File: config.mk
export PLATFORM = sky130hd
export DESIGN_NAME = yol_olcer
export DESIGN_NICKNAME = d
export VERILOG_FILES = /design/src/rtl/yol_olcer.sv
export SDC_FILE = /design/constraint.sdc
export NUM_CORES = 1
export LEC_CHECK = 0
export ABC_AREA = 1
export CORE_MARGIN = 2
export CORE_UTILIZATION = 35
export DETAILED_ROUTE_END_ITERATION = 10
export SETUP_SLACK_MARGIN = 0.05
export SYNTH_ARGS = -nofsm -noshare
export SYNTH_HDL_FRONTEND = slang
export SYNTH_SLANG_ARGS = --single-unit
File: constraint.sdc
create_clock -name clk -period 3.95 [get_ports clk]
set_input_delay 0.79 -clock clk [delete_from_list [all_inputs] [get_ports clk]]
set_output_delay 0.79 -clock clk [all_outputs]
set_load 0.05 [all_outputs]
File: src/rtl/yol_olcer.sv
// rtl/yol_olcer.sv - two-segment road length meter (stony then asphalt) feeding the route selector
//
// Counts distance ticks over a stony segment followed by an asphalt segment,
// divides them by TIK_BOLME into unit lengths, saturates and holds the result.
//
// Ports:
//   clk                  rising-edge clock
//   rst                  synchronous active-high reset, highest priority
//   basla                start a new measurement (accepted in BOS / HAZIR only)
//   tik                  one distance tick (counted in OLC_* states only)
//   bitir                end of the current segment (OLC_* states only)
//   tasli_yol_uzunlugu   stony length, 1 bit, saturates at 1
//   asfalt_yol_uzunlugu  asphalt length, 3 bits, saturates at 7
//   gecerli              lengths valid (state HAZIR)
//   mesgul               measurement in progress (OLC_TASLI / OLC_ASFALT)

module yol_olcer #(
    parameter int TIK_BOLME = 4
) (
    input  logic       clk,
    input  logic       rst,
    input  logic       basla,
    input  logic       tik,
    input  logic       bitir,
    output logic       tasli_yol_uzunlugu,
    output logic [2:0] asfalt_yol_uzunlugu,
    output logic       gecerli,
    output logic       mesgul
);

    localparam int PW = $clog2(TIK_BOLME);
    localparam logic [PW-1:0] PRESC_LAST = PW'(TIK_BOLME - 1);

    typedef enum logic [1:0] {
        BOS        = 2'd0,
        OLC_TASLI  = 2'd1,
        OLC_ASFALT = 2'd2,
        HAZIR      = 2'd3
    } state_t;

    state_t        state_q, state_d;
    logic [PW-1:0] presc_q, presc_d;
    logic          tasli_cnt_q, tasli_cnt_d;
    logic [2:0]    asfalt_cnt_q, asfalt_cnt_d;
    logic          tasli_out_q, tasli_out_d;
    logic [2:0]    asfalt_out_q, asfalt_out_d;
    logic          gecerli_q, gecerli_d;
    logic          mesgul_q, mesgul_d;

    logic          olcum;
    logic          birim;

    // A unit is produced only on the tick that wraps the prescaler while measuring.
    assign olcum = (state_q == OLC_TASLI) || (state_q == OLC_ASFALT);
    assign birim = olcum && tik && (presc_q == PRESC_LAST);

    always_comb begin
        state_d      = state_q;
        presc_d      = presc_q;
        tasli_cnt_d  = tasli_cnt_q;
        asfalt_cnt_d = asfalt_cnt_q;
        tasli_out_d  = tasli_out_q;
        asfalt_out_d = asfalt_out_q;
        gecerli_d    = gecerli_q;
        mesgul_d     = mesgul_q;

        if (olcum && tik) begin
            presc_d = birim ? '0 : presc_q + PW'(1);
        end

        case (state_q)
            BOS, HAZIR: begin
                // Output registers keep the previous result during the new run.
                if (basla) begin
                    state_d      = OLC_TASLI;
                    presc_d      = '0;
                    tasli_cnt_d  = 1'b0;
                    asfalt_cnt_d = 3'd0;
                    gecerli_d    = 1'b0;
                    mesgul_d     = 1'b1;
                end
            end
            OLC_TASLI: begin
                if (birim) begin
                    tasli_cnt_d = 1'b1;
                end
                if (bitir) begin
                    // Partial stony units are dropped at the segment boundary.
                    state_d = OLC_ASFALT;
                    presc_d = '0;
                end
            end
            OLC_ASFALT: begin
                if (birim && (asfalt_cnt_q != 3'd7)) begin
                    asfalt_cnt_d = asfalt_cnt_q + 3'd1;
                end
                if (bitir) begin
                    // Load the next-state count so a coincident tick is included.
                    state_d      = HAZIR;
                    tasli_out_d  = tasli_cnt_q;
                    asfalt_out_d = asfalt_cnt_d;
                    gecerli_d    = 1'b1;
                    mesgul_d     = 1'b0;
                end
            end
            default: begin
                state_d = BOS;
            end
        endcase
    end

    always_ff @(posedge clk) begin
        if (rst) begin
            state_q      <= BOS;
            presc_q      <= '0;
            tasli_cnt_q  <= 1'b0;
            asfalt_cnt_q <= 3'd0;
            tasli_out_q  <= 1'b0;
            asfalt_out_q <= 3'd0;
            gecerli_q    <= 1'b0;
            mesgul_q     <= 1'b0;
        end else begin
            state_q      <= state_d;
            presc_q      <= presc_d;
            tasli_cnt_q  <= tasli_cnt_d;
            asfalt_cnt_q <= asfalt_cnt_d;
            tasli_out_q  <= tasli_out_d;
            asfalt_out_q <= asfalt_out_d;
            gecerli_q    <= gecerli_d;
            mesgul_q     <= mesgul_d;
        end
    end

    assign tasli_yol_uzunlugu  = tasli_out_q;
    assign asfalt_yol_uzunlugu = asfalt_out_q;
    assign gecerli             = gecerli_q;
    assign mesgul              = mesgul_q;

endmodule

==> run summary <==
The run finished with clean final reports. The clock arrives with 0.00203 ns of skew. The clock latency reported for the late side of the worst-skew pair was 0.27 ns.

The HPWL after detailed placement came out at 1120 microns. The worst hold path belongs to the class reg -> reg. Routability-driven placement finished with a final weighted congestion of 0.730.

The count of buffering cells on the critical path with inverters included was 1. The die is 51.1 microns tall. The number of warnings reported in the yosys synthesis log is 0, and the total number of cells along the worst setup path is 1. The count of nets left with antenna violations once routing finished came out at 0. The number of different library cells used by synthesis comes to 18.

The worst hold path begins at gecerli. 0 antenna diodes ended up in the layout. The worst-case IR drop observed on VDD is 0.000421 V. The final layout contains 132 nets.

The run gives 108 as the number of instances in the synthesized netlist. In this run the static leakage power is 0.424 nW. The areal power density over the cells was 637 nW/um^2. For the synthesized net count, the log shows 119.

Launch instance of the worst register-to-register path: state_q[0]. The all-layer global routing usage is 0.128, and the slew at the pin closest to its max-slew limit is 0.499 ns. Final total negative setup slack: 0 ns. The critical path is of the reg -> out type. Compared with the post-synthesis result, the final layout area differs by 20.0%. After detailed routing, the number of vias per cell comes to 4.59.

The post-CTS setup buffer count is 0, and the worst-path maximum fanout is 2. In this run, the number of DRC markers left after iteration 0 of detailed routing was 10. The effective utilization at floorplan came out at 0.361.

CTS saw 14 sinks. In this run the critical register-to-register path is captured at asfalt_cnt_q[1]. In this run the clock root is driven by a clkbuf_4. The via count of the first global-routing pass came out at 620.

The layer with the highest usage after global routing is met2. Initial antenna violation count: 0. TritonCTS built the clock tree. The pin count of the biggest net entering global routing was 10.

Based on the critical path, the design can be clocked at up to 454 MHz. The tool flagged a number of max-cap violations equal to 0. In the final routed layout, each cell accounts on average for 9.65 microns. Setup repair after global routing left no endpoint under its margin. The core box area was 2150 sq um; the remaining global-route overflow was 0. For this run, design rule violations remaining after detail routing come to 0. The logs give 3 for the number of clock buffers inserted by TritonCTS and 776 sq um for the synthesized area.

The worst setup slack after layout is 1.75 ns, and the flip-flop and latch count after synthesis is 14. For the cts-stage hold buffer count, the log shows 0. Input and output buffers added on the ports amount to 10. Width of the chip: 51.1 microns. Share of layout cells above drive strength 1: 0.0667. The worst hold path passes through 2 cells. The synthesized area divided by synthesized cell count is 7.18 sq um, and the row count is 17. The first global-routing pass estimated 2470 microns of wire. The length in cells of the worst reg-to-reg path works out to 6. After clock tree synthesis, the repair step resized 0 gates. The number of pins exceeding their max-slew limit in the final report is 0. The library cell used most frequently in the layout, excluding fill and tap cells, is inv_1.

For the register area share after synthesis, the log shows 0.361. The area after detailed placement is 895 sq um. The worst setup path is captured at an output pin. On the worst path, the slowest cell contributes a delay of 0.80 ns.

Startpoint kind of the worst setup timing path: a flop. The final period demand of the worst path came out at 2.20 ns. The number of endpoints failing setup at the final stage is 0, and the worst slew margin relative to its limit is 0.666. For the maximum level of the CTS H-tree, the log shows 1. For hold timing, the worst endpoint is gecerli. The count of final hold-check violations is 0. The met3 routing resource usage after global routing was 0.0175; the maximum buffer depth of the clock tree was 2. Master of the slowest instance on the critical path: clkdlybuf4s50_1. After routing the design area is 931 sq um. The fraction of met2 tracks used by global routing came out at 0.225. Leaving out fill and tap cells, the most frequent cells in the layout are inv_1 (23), nand2_1 (22), dfxtp_1 (14).

For this run, the detailed router's first-pass iteration total came to 5. The critical path goes through clkdlybuf4s50_1. The floorplan step defined a die boundary enclosing 2610 sq um. After detailed routing, the total wire length is 1430 microns. Clock-pin slew was measured on the worst setup and hold paths at 0.09 ns. The number of vias after detailed routing was 680.

The run gives 220 as the filler cell count in the final layout. The logs give 2.36 ns for the slack of the worst reg-to-reg path and 11 for the number of top-level design ports. For the met1 global-route usage, the log shows 0.139.

The share of the cycle needed by the critical path after routing is 0.558, and the data arrival time of the worst path is 1.41 ns. The logs give 1.98 ns for the worst setup slack after placement and 3.16 ns for the required time at the worst-slack endpoint. Largest delay contributor family on the critical path: buffers and inverters.
[layer usage]
layer / wire length (microns) / vias to the layer above
met5: 0 / -
met4: 14 / 0
met3: 51 / 2
met2: 727 / 9
met1: 633 / 306
li1: - / 363
[where the power goes]
group | switching (mW) | internal [mW]
Sequential | 0.0165 | 0.173
Clock | 0.0469 | 0.0560
Combinational | 0.199 | 0.102
[registers in the layout (all words and copies together), names as in the netlist]
register             cells
asfalt_cnt_q             3
state_q                  2
mesgul                   1
asfalt_yol_uzunlugu      3
gecerli                  1
presc_q                  2
tasli_yol_uzunlugu       1
tasli_cnt_q              1
[metrics by stage]
| stage | instances | util | power (mW) | hold slack, ns |
|---|---|---|---|---|
| global route | 148 | 0.433 | 0.642 | 0.493 |
| global placement | 144 | 0.416 | 0.492 | 0.440 |
| detailed placement | 144 | 0.416 | 0.495 | 0.445 |
| CTS | 148 | 0.433 | 0.602 | 0.462 |
| floorplan | 108 | - | 0.438 | 0.444 |
| finish | 148 | 0.433 | 0.593 | 0.454 |
[final cells by class]
cell class / count / area (sq um) / area share
repair buffers: 10 / 100 / 0.108
clock buffers: 4 / 36.3 / 0.0390
flip-flops and latches: 14 / 280 / 0.301
multi-input cells: 69 / 393 / 0.422
inverters: 23 / 86.3 / 0.0927
well taps: 28 / 35.0 / 0.0376
[cell usage after synthesis]
| library cell | instances | share of area |
|---|---|---|
| a21oi_1 | 10 | 0.065 |
| nand3_4 | 1 | 0.023 |
| nor3_1 | 2 | 0.013 |
| ha_1 | 6 | 0.097 |
| nand2_1 | 22 | 0.11 |
| dfxtp_1 | 14 | 0.36 |
| nor2_8 | 1 | 0.026 |
| inv_1 | 23 | 0.11 |
| nand4_1 | 3 | 0.024 |
| nand2_2 | 1 | 0.0081 |
| clkbuf_2 | 1 | 0.0064 |
| nand3_2 | 1 | 0.013 |
| nand3_1 | 4 | 0.026 |
| a211oi_1 | 1 | 0.0097 |
| o21ai_0 | 6 | 0.039 |
| buf_6 | 1 | 0.015 |
| nor2_1 | 10 | 0.048 |
| o211ai_1 | 1 | 0.0097 |
[worst max path at each step]
stage | startpoint | endpoint | slack [ns]
3_5_place_dp | tik | asfalt_yol_uzunlugu[0] | 1.98
2_1_floorplan | tik | asfalt_yol_uzunlugu[2] | 2.54
3_3_place_gp | tik | asfalt_yol_uzunlugu[2] | 1.99
5_1_grt | asfalt_yol_uzunlugu[1] | asfalt_yol_uzunlugu[1] | 1.68
6_report | gecerli | gecerli | 1.75
4_1_cts | gecerli | gecerli | 1.72
[cell families after synthesis]
family / count (synthesis) / synth area share
adder cells (fa/ha/maj): 6 / 0.0968
flip-flops: 14 / 0.361
AO/OA/AOI/OAI: 18 / 0.123
buffers and inverters: 25 / 0.132
AND/OR/NAND/NOR: 45 / 0.287
No activity file was read; power rests on OpenSTA's default activity.
